`src/rtl/rope_pkg.sv`:
```
// Shared definitions for the rope tug-of-war game: FSM states, winner codes
// and the default rope geometry used by both the controller and the renderer.
package rope_pkg;

    typedef enum logic [1:0] {
        ST_IDLE      = 2'd0,
        ST_COUNTDOWN = 2'd1,
        ST_PLAY      = 2'd2,
        ST_WIN       = 2'd3
    } state_t;

    typedef enum logic [1:0] {
        WIN_NONE  = 2'b00,
        WIN_LEFT  = 2'b01,
        WIN_RIGHT = 2'b10
    } winner_t;

    localparam logic [9:0] CENTER_DEF  = 10'd320;
    localparam logic [9:0] LIMIT_L_DEF = 10'd64;
    localparam logic [9:0] LIMIT_R_DEF = 10'd576;

endpackage

```
`src/rtl/rope_game_ctrl_if.sv`:
```
// Player/frame inputs and rope/status outputs of the game controller.
// The controller uses the slave view; whatever drives the buttons uses master.
interface rope_game_ctrl_if;

    logic       i_start;
    logic       i_pull_l;
    logic       i_pull_r;
    logic       i_frame;
    logic [9:0] rope_loc;
    logic [1:0] o_state;
    logic [1:0] o_winner;
    logic [7:0] o_cd_frame;

    modport master (
        output i_start, i_pull_l, i_pull_r, i_frame,
        input  rope_loc, o_state, o_winner, o_cd_frame
    );

    modport slave (
        input  i_start, i_pull_l, i_pull_r, i_frame,
        output rope_loc, o_state, o_winner, o_cd_frame
    );

endinterface

```
`src/rtl/rope_edge_det.sv`:
```
// Registered rising-edge detector: pulse is high for one cycle, the cycle
// after level is first seen high.
module rope_edge_det (
    input  logic clk,
    input  logic rstn,
    input  logic level,
    output logic pulse
);

    logic level_q;

    // NOTE: clocked state uses non-blocking assignments so every flop samples
    // pre-edge values, independent of statement order.
    always_ff @(posedge clk or negedge rstn) begin
        if (!rstn) begin
            level_q <= 1'b0;
            pulse   <= 1'b0;
        end else begin
            level_q <= level;
            pulse   <= level & ~level_q;
        end
    end

endmodule

```
`src/rtl/rope_game_ctrl.sv`:
```
// Tug-of-war game controller: start/countdown, per-frame rope movement from
// the net button-pull difference, win detection and win display hold.
module rope_game_ctrl
    import rope_pkg::*;
#(
    parameter logic [9:0] CENTER     = CENTER_DEF,
    parameter logic [9:0] LIMIT_L    = LIMIT_L_DEF,
    parameter logic [9:0] LIMIT_R    = LIMIT_R_DEF,
    parameter int         STEP       = 4,
    parameter int         CD_FRAMES  = 180,
    parameter int         WIN_FRAMES = 120
) (
    input logic              clk,
    input logic              rstn,
    rope_game_ctrl_if.slave  bus
);

    state_t            state, state_n;
    winner_t           winner, winner_n;
    logic [9:0]        rope, rope_n;
    logic [7:0]        cd_cnt, cd_n;
    logic [7:0]        win_cnt, win_n;
    logic [3:0]        cnt_l, cnt_l_n;
    logic [3:0]        cnt_r, cnt_r_n;
    logic              start_e, pull_l_e, pull_r_e;
    logic signed [11:0] delta, next_pos;

    rope_edge_det u_start_det (.clk(clk), .rstn(rstn), .level(bus.i_start),  .pulse(start_e));
    rope_edge_det u_pull_l_det(.clk(clk), .rstn(rstn), .level(bus.i_pull_l), .pulse(pull_l_e));
    rope_edge_det u_pull_r_det(.clk(clk), .rstn(rstn), .level(bus.i_pull_r), .pulse(pull_r_e));

    // NOTE: every variable gets a default before the case so no path leaves
    // one unassigned, which would otherwise infer a latch.
    always_comb begin
        state_n  = state;
        winner_n = winner;
        rope_n   = rope;
        cd_n     = cd_cnt;
        win_n    = win_cnt;
        cnt_l_n  = cnt_l;
        cnt_r_n  = cnt_r;
        delta    = ($signed({8'd0, cnt_r}) - $signed({8'd0, cnt_l})) * 12'(STEP);
        next_pos = $signed({2'b00, rope}) + delta;

        case (state)
            ST_IDLE: begin
                rope_n   = CENTER;
                winner_n = WIN_NONE;
                cnt_l_n  = 4'd0;
                cnt_r_n  = 4'd0;
                cd_n     = 8'd0;
                if (start_e) begin
                    state_n = ST_COUNTDOWN;
                    cd_n    = 8'(CD_FRAMES);
                end
            end
            ST_COUNTDOWN: begin
                if (bus.i_frame) begin
                    if (cd_cnt <= 8'd1) begin
                        state_n = ST_PLAY;
                        cd_n    = 8'd0;
                    end else begin
                        cd_n = cd_cnt - 8'd1;
                    end
                end
            end
            ST_PLAY: begin
                if (start_e) begin
                    state_n = ST_IDLE;
                    rope_n  = CENTER;
                    cnt_l_n = 4'd0;
                    cnt_r_n = 4'd0;
                end else if (bus.i_frame) begin
                    // An edge landing on the frame tick seeds the next frame's count.
                    cnt_l_n = {3'b000, pull_l_e};
                    cnt_r_n = {3'b000, pull_r_e};
                    if (next_pos <= $signed({2'b00, LIMIT_L})) begin
                        rope_n   = LIMIT_L;
                        winner_n = WIN_LEFT;
                        state_n  = ST_WIN;
                    end else if (next_pos >= $signed({2'b00, LIMIT_R})) begin
                        rope_n   = LIMIT_R;
                        winner_n = WIN_RIGHT;
                        state_n  = ST_WIN;
                    end else begin
                        rope_n = next_pos[9:0];
                    end
                    if (state_n == ST_WIN) begin
                        win_n   = 8'(WIN_FRAMES);
                        cnt_l_n = 4'd0;
                        cnt_r_n = 4'd0;
                    end
                end else begin
                    if (pull_l_e && cnt_l != 4'd15) cnt_l_n = cnt_l + 4'd1;
                    if (pull_r_e && cnt_r != 4'd15) cnt_r_n = cnt_r + 4'd1;
                end
            end
            ST_WIN: begin
                if (bus.i_frame) begin
                    if (win_cnt <= 8'd1) begin
                        state_n  = ST_IDLE;
                        rope_n   = CENTER;
                        winner_n = WIN_NONE;
                        win_n    = 8'd0;
                    end else begin
                        win_n = win_cnt - 8'd1;
                    end
                end
            end
            default: state_n = ST_IDLE;
        endcase
    end

    always_ff @(posedge clk or negedge rstn) begin
        if (!rstn) begin
            state   <= ST_IDLE;
            winner  <= WIN_NONE;
            rope    <= CENTER;
            cd_cnt  <= 8'd0;
            win_cnt <= 8'd0;
            cnt_l   <= 4'd0;
            cnt_r   <= 4'd0;
        end else begin
            state   <= state_n;
            winner  <= winner_n;
            rope    <= rope_n;
            cd_cnt  <= cd_n;
            win_cnt <= win_n;
            cnt_l   <= cnt_l_n;
            cnt_r   <= cnt_r_n;
        end
    end

    assign bus.rope_loc   = rope;
    assign bus.o_state    = state;
    assign bus.o_winner   = winner;
    assign bus.o_cd_frame = cd_cnt;

endmodule

```
`src/flat_wrapper.sv`:
```
// flat-port wrapper written by rule: the top's interface ports become plain ports
module rope_game_ctrl_flat import rope_pkg::*;
#(
    parameter logic [9:0] CENTER     = CENTER_DEF,
    parameter logic [9:0] LIMIT_L    = LIMIT_L_DEF,
    parameter logic [9:0] LIMIT_R    = LIMIT_R_DEF,
    parameter int         STEP       = 4,
    parameter int         CD_FRAMES  = 180,
    parameter int         WIN_FRAMES = 120
)
  (clk, rstn, bus_i_start, bus_i_pull_l, bus_i_pull_r, bus_i_frame, bus_rope_loc, bus_o_state, bus_o_winner, bus_o_cd_frame);
  rope_game_ctrl_if bus_i ();
  input logic clk;
  input logic rstn;
  input wire logic [$bits(bus_i.i_start)-1:0] bus_i_start;
  input wire logic [$bits(bus_i.i_pull_l)-1:0] bus_i_pull_l;
  input wire logic [$bits(bus_i.i_pull_r)-1:0] bus_i_pull_r;
  input wire logic [$bits(bus_i.i_frame)-1:0] bus_i_frame;
  output wire logic [$bits(bus_i.rope_loc)-1:0] bus_rope_loc;
  output wire logic [$bits(bus_i.o_state)-1:0] bus_o_state;
  output wire logic [$bits(bus_i.o_winner)-1:0] bus_o_winner;
  output wire logic [$bits(bus_i.o_cd_frame)-1:0] bus_o_cd_frame;
  assign bus_i.i_start = bus_i_start;
  assign bus_i.i_pull_l = bus_i_pull_l;
  assign bus_i.i_pull_r = bus_i_pull_r;
  assign bus_i.i_frame = bus_i_frame;
  assign bus_rope_loc = bus_i.rope_loc;
  assign bus_o_state = bus_i.o_state;
  assign bus_o_winner = bus_i.o_winner;
  assign bus_o_cd_frame = bus_i.o_cd_frame;
  rope_game_ctrl #(.CENTER(CENTER), .LIMIT_L(LIMIT_L), .LIMIT_R(LIMIT_R), .STEP(STEP), .CD_FRAMES(CD_FRAMES), .WIN_FRAMES(WIN_FRAMES)) u_core (.clk(clk), .rstn(rstn), .bus(bus_i));
endmodule
```
`config.mk`:
```
export PLATFORM = sky130hd
export DESIGN_NAME = rope_game_ctrl_flat
export DESIGN_NICKNAME = d
export VERILOG_FILES = /design/src/rtl/rope_pkg.sv /design/src/rtl/rope_game_ctrl_if.sv /design/src/rtl/rope_edge_det.sv /design/src/rtl/rope_game_ctrl.sv /design/src/flat_wrapper.sv
export SDC_FILE = /design/constraint.sdc
export NUM_CORES = 1
export LEC_CHECK = 0
export ABC_AREA = 1
export CAP_MARGIN = 20
export CORE_ASPECT_RATIO = 1.2
export CORE_MARGIN = 2
export CORE_UTILIZATION = 45
export DETAILED_ROUTE_END_ITERATION = 7
export PLACE_DENSITY = 0.72
export SYNTH_ARGS = -nofsm -noshare
export SYNTH_HDL_FRONTEND = slang
export SYNTH_SLANG_ARGS = --single-unit
```
`constraint.sdc`:
```
create_clock -name clk -period 3 [get_ports clk]
set_clock_uncertainty 0.05 [all_clocks]
set_input_delay 0.9 -clock clk [delete_from_list [all_inputs] [get_ports clk]]
set_output_delay 0.9 -clock clk [all_outputs]
set_load 0.005 [all_outputs]
```
# Yosys cells after proc, flatten, opt, wreduce, memory -nomap -nowiden
# Cells that the tools add are included.
dict set report classes {
  bitwise_logic 6
  mux 45
  n_addsub 6
  n_lt_le_gt_ge 4
  n_eq_ne 18
  n_reduce_logical 14
}
# cell n
set ops {}
lappend ops {{8-bit two-way mux} 8}
lappend ops {{10-bit two-way mux} 6}
lappend ops {{2-bit two-way mux} 16}
lappend ops {{8-bit case mux with 2 select lines} 2}
lappend ops {{10-bit case mux with 3 select lines} 1}
lappend ops {{4-bit two-way mux} 6}
lappend ops {{8-bit by 1-bit less-or-equal comparator with 1-bit output (second input constant)} 2}
lappend ops {{4-bit case mux with 2 select lines} 2}
lappend ops {{8-bit by 1-bit subtractor with 8-bit output (second input constant)} 2}
lappend ops {{11-bit by 12-bit adder with 12-bit output} 1}
lappend ops {{12-bit by 11-bit greater-or-equal comparator with 1-bit output (second input constant)} 1}
lappend ops {{12-bit by 8-bit less-or-equal comparator with 1-bit output (second input constant)} 1}
lappend ops {{6-bit AND reduction} 2}
lappend ops {{2-bit inequality test (second input constant)} 5}
lappend ops {{4-bit by 1-bit adder with 4-bit output (second input constant)} 2}
lappend ops {{4-bit by 3-bit inequality test with 1-bit output (second input constant)} 2}
lappend ops {{4-bit inequality test (second input constant)} 2}
lappend ops {{2-bit case mux with 4 select lines} 1}
lappend ops {{2-bit equality test (second input constant)} 3}
lappend ops {{2-bit by 1-bit inequality test with 1-bit output (second input constant)} 3}
lappend ops {{2-bit case mux with 3 select lines} 1}
lappend ops {{2-bit AND reduction} 3}
lappend ops {{2-bit nonzero test} 3}
lappend ops {{5-bit AND reduction} 1}
lappend ops {{other kinds (11)} 17}
dict set report word_totals {
  elab_cells 106
  register_bits 44
  out_inout_bits 22
  inputBits 6
}

# Longest topological paths before layout
dict set report depth {
  ltp_word 13
  depth_mapped 23
  ltp_nobuf 22
}

# By module
# Synthesis repeated with hierarchy kept, for this count alone.
dict set report unflattened {
  hier_cells 440
  area_unflattened_um2 3099.2
}
# mod cells_each n_inst area_each_um2 seq_area_each_um2
set modules_own_cells {}
lappend modules_own_cells {rope_game_ctrl 428 1 2919.0 903.4}
lappend modules_own_cells {rope_edge_det 4 3 60.1 50.0}

# Worst setup path before layout
# No wires, ideal clock.
dict set report synth_timing {
  kind {reg-to-reg}
  startpoint {register u_core.cnt_r[0]}
  endpoint {register u_core.win_cnt[4]}
  setup_slack_ns -0.053
  arrival_time_ns 2.882
  period_less_slack_ns 3.053
  t_required_ns 2.829
  stages_incl_launch_ff 24
  setup_ns 0.121
  path_buffers 1
  cell_sequence {dfrtp_1 -> inv_1 -> ha_1 -> inv_1 -> fa_1 -> xor2_1 -> ha_1 -> nand3_1 -> nand3_1 -> nand2_1 -> nand3_4 -> nand2_1 -> nand2_1 -> nand2_2 -> nand2_1 -> nand2_1 -> nand3_2 -> nor2_4 -> nor2_8 -> nand3_4 -> nand2_4 -> buf_12 -> nand2_2 -> o21ai_2}
}
dict set report synth_between {
  elab_chain_cells 11
  word_cells_on_any_way 12
  cone_classes {add/sub (2); order compare (2); eq/ne (2); mux (5); reduce/logical (1)}
}
# item line_no
set synth_lines {}
lappend synth_lines {{start: declaration} rope_game_ctrl.sv:24} ;# logic [3:0] cnt_r, cnt_r_n;
lappend synth_lines {{start signal: assignment} rope_game_ctrl.sv:130} ;# cnt_r <= cnt_r_n;
lappend synth_lines {{4-bit by 4-bit subtractor with 5-bit output *} rope_game_ctrl.sv:42} ;# delta = ($signed({8'd0, cnt_r}) - $signed({8'd0, cnt_l})) * 12'(STEP);
lappend synth_lines {{11-bit by 12-bit adder with 12-bit output *} rope_game_ctrl.sv:43} ;# next_pos = $signed({2'b00, rope}) + delta;
lappend synth_lines {{12-bit by 11-bit greater-or-equal comparator with 1-bit output} rope_game_ctrl.sv:81} ;# end else if (next_pos >= $signed({2'b00, LIMIT_R})) begin
lappend synth_lines {{2-bit two-way mux} rope_game_ctrl.sv:81}
lappend synth_lines {{2-bit two-way mux *} rope_game_ctrl.sv:77} ;# if (next_pos <= $signed({2'b00, LIMIT_L})) begin
lappend synth_lines {{2-bit two-way mux *} rope_game_ctrl.sv:73} ;# end else if (bus.i_frame) begin
lappend synth_lines {{2-bit two-way mux *} rope_game_ctrl.sv:68} ;# if (start_e) begin
lappend synth_lines {{2-bit two-way mux *} rope_game_ctrl.sv:45} ;# case (state)
lappend synth_lines {{2-bit equality test *} rope_game_ctrl.sv:88} ;# if (state_n == ST_WIN) begin
lappend synth_lines {{2-bit by 1-bit inequality test with 1-bit output (no line) *} --}
lappend synth_lines {{5-bit AND reduction (no line) *} --}
lappend synth_lines {{end signal: assignment} rope_game_ctrl.sv:128} ;# win_cnt <= win_n;
lappend synth_lines {{end: declaration} rope_game_ctrl.sv:22} ;# logic [7:0] win_cnt, win_n;
# Mark *: on every way between the ends. The rest lies on a longest branch, timed or not. The select of a mux whose other input is x is not followed.
# A chain may end at the register's enable or synchronous reset.

# Worst setup path after layout
dict set report layout_timing {
  startpoint {register u_core.cnt_r[0]}
  endpoint {register u_core.win_cnt[5]}
}
# The elaborated chain is that of the path after synthesis.

==> flow_summary.toml <==
[finish]
multi_input_area_sq_um = 1670
drive_gt1_share_pct = 22.7
final_common_cell = "nand2_1"
layout_common_cells = "nand2_1, inv_1, nor2_1"
area_growth_pct = 23.2
antenna_cells = 0
fin_cells = 508
finalNetCount = 444
final_util_pct = 56.6
design_area_sq_um = 3610
nFillCells = 583
seq_area_sq_um = 1050

[synthesis]
syn_inst = 371
synthAdderAreaFrac_pct = 7.35
ys_seq_area_share_pct = 36.0
synth_cell_types = 37
synth_top_family_by_area = "simple AND/OR/NAND/NOR gates"
syn_avg_cell_area_sq_um = 7.89
synth_flop_cell = "dfrtp_1"
syn_area_sq_um = 2930
yosysWarnings = 0
ys_ff_latch = 42
synth_simple_gate_area_share_pct = 33.2
synth-edff-count = 0
ys_async_sr_fraction_pct = 100
synth-compound-area-share_pct = 10.0
muxShareOfSynthArea_pct = 0
synthXorXnorAreaFrac_pct = 4.19

[placed_design]
gp_congestion = 0.857
dp_slack_ns = -0.0983
place_inst = 497
dp_hpwl_um = 4840
dpl-instance-area_sq_um = 3380
io_buffers = 25

[setup_path]
worst-path-max-fanout = 9
arrival_ns = 3.23
critical_path_class = "reg2reg"
cp_top_family = "simple AND/OR/NAND/NOR gates"
critPathSlowestCell = "dfrtp_1"
path_cells = "inv_1 > ha_1 > inv_1 > fa_2 > xor2_1 > ha_1 > nand2_1 > o21ai_2 > nand4_2 > nand2_2 > nand2_1 > nand2_2 > clkinv_2 > nand3_2 > nor2_4 > nor2_8 > nand3_4 > buf_4 > nand3_1 > nand2_2"
worst-path-buf-inv = 4
crit_top_cell = "nand2_2"
crit_path_start_kind = "register"
required_ns = 3.14
slowest_delay_ns = 0.39
crit_path_end_kind = "register"
r2r_slack_ns = -0.1

[clock_network]
clkLatencyLatePin_ns = 0.29
ctsLongestPathBuffers = 2
cts_hold_buf = 0
cts_sinks = 42
cts_tree = "done"
cts_root_buf = "clkbuf_8"
clk_pin_slew_ns = 0.08
htree_levels = 2
numCtsBuffers = 5

[power]
power.density_nw_per_um2 = 1330
p_sw_share_pct = 48.5
p_leak_nw = 1.76
p_int_mw = 2.47
pwr-share-seq_pct = 20.3
power_mw = 4.80
netSwitchingPower_mw = 2.33
ir_worst_vdd_mv = 0.539
clkPwrFrac_pct = 11.6
p_comb_share_pct = 68.1

[sta]
fin_ws_ns = -0.0955
rsz0062_at_grt = "true"
finalCritPeriodShare_pct = 103
setup-violations-final = 15
tns_ns = -0.869
hold_slack_ns = 0.350
drv_slew = 0
max_slew.worst_pin.slew_ns = 0.514
hold_viol = 0
finalCriticalPeriod_ns = 3.10
max_slew_margin_pct = 65.8
fmax_mhz = 323

[route]
drc = 0
wl_per_cell_um = 12.3
drtIter0Drc = 71
vias = 2537
ant_nets = 0
vias_per_cell = 4.99
wl_um = 6240
first_pass_iters = 4

[grt]
track_usage_pct = 18.3
grt_pass1_vias = 2501
grt_pass1_wl_um = 10700
antenna_found_initial = 0
grt_max_degree = 22
overflow = 0

[run]
cap_violations = 0

[floorplanning]
die_width_um = 77.6
coreArea_sq_um = 6370
num_rows = 32
initial_core_util_pct = 46.0
pin_count = 28
dieArea_sq_um = 7170
die_h_um = 92.3

[min_path]
hold_class = "reg2reg"

[status]
status = "complete, but fails checks"
violations = "negative setup slack"
-- synth_stat cells (2+ instances only) --
library cell | number | area, sq um
o22ai_1 | 4 | 25.0
ha_1 | 14 | 175
nand4_1 | 7 | 43.8
xnor2_1 | 3 | 26.3
o21ai_0 | 14 | 70.1
nor2_4 | 2 | 22.5
nand2_4 | 3 | 33.8
a22oi_1 | 3 | 22.5
buf_4 | 2 | 15.0
nor3_1 | 5 | 25.0
o21ai_1 | 2 | 10.0
a21oi_1 | 13 | 65.1
xor2_1 | 11 | 96.3
nand2_1 | 68 | 255
inv_1 | 57 | 214
fa_1 | 2 | 40.0
a211oi_1 | 2 | 15.0
nand2_2 | 19 | 119
nand3_2 | 7 | 70.1
inv_2 | 2 | 7.51
dfrtp_1 | 40 | 1000
nand3_1 | 25 | 125
o21ai_2 | 7 | 61.3
nand3_4 | 3 | 52.6
clkinv_2 | 2 | 10.0
dfstp_2 | 2 | 52.6
nor2_1 | 42 | 158
-- worst paths after layout --
path / startpoint / to / depth (start not counted)
worst max-delay path: u_core.cnt_r[0]$_DFFE_PN0P_ / u_core.win_cnt[5]$_DFFE_PN0P_ / 20
worst min-delay path: u_core.u_pull_l_det.level_q$_DFF_PN0_ / u_core.u_pull_l_det.pulse$_DFF_PN0_ / 1
worst max register to register: u_core.cnt_r[0]$_DFFE_PN0P_ / u_core.win_cnt[5]$_DFFE_PN0P_ / 20
worst min register to register: u_core.u_pull_l_det.level_q$_DFF_PN0_ / u_core.u_pull_l_det.pulse$_DFF_PN0_ / 1
max in group asynchronous: rstn / u_core.cnt_r[2]$_DFFE_PN0P_ / 2
min in group asynchronous: rstn / u_core.win_cnt[1]$_DFFE_PN0P_ / 1
-- flip-flops by register name, indices dropped and copies added (netlist names), 2 cells and up --
name and flops:
u_core.cnt_l 4, u_core.bus.o_cd_frame 8, u_core.cnt_r 4, u_core.bus.o_state 2, u_core.bus.rope_loc 8, u_core.bus.o_winner 2, u_core.win_cnt 8
-- layer usage --
metal / share of wire, % / routed length [um] / global-route usage, % / vias up
li1: - / - / - / 1303
met4: 1.1 / 69 / 6.70 / 0
met1: 44 / 2730 / 22.0 / 1179
met3: 2.7 / 171 / 3.41 / 6
met5: 0 / 0 / 0 / -
met2: 52 / 3280 / 32.5 / 49
-- logic make-up (layout without fill, tap and decap cells) --
group	count (synthesis)	count (layout)
and+or+nand+nor	186	186
xor gates and xnor gates	14	14
buffers and inverters	64	115
AOI/OAI and AO/OA	48	48
DFF	42	42
other	1	2
adders and majority gates	16	16
-- area by class of cell --
type                    instances  share of cell area [%]
clock buffers                   6                    2.29
clock inverters                 2                    1.67
inverters                      61                    6.42
multi-input cells             266                    46.3
flip-flops and latches         42                    29.2
well taps                      85                    2.95
repair buffers                 46                    11.2
-- power by group through the flow --
stage	Clock [mW]	Sequential (mW)	Combinational (mW)
after global placement	0	0.971	3.03
after detailed placement	0	0.978	3.09
after CTS	0.574	0.971	3.22
final	0.557	0.973	3.27
after floorplan	0	0.955	2.19
after global routing	0.602	1.00	3.62
-- what timing repair did --
action / 4_1_cts / 5_1_grt
setup buffers: 1 / 2
gates resized for setup: 8 / 9
pin swaps: 3 / 1
setup endpoints to repair: 19 / 21
Note: power is estimated with default switching activity, not from simulation.
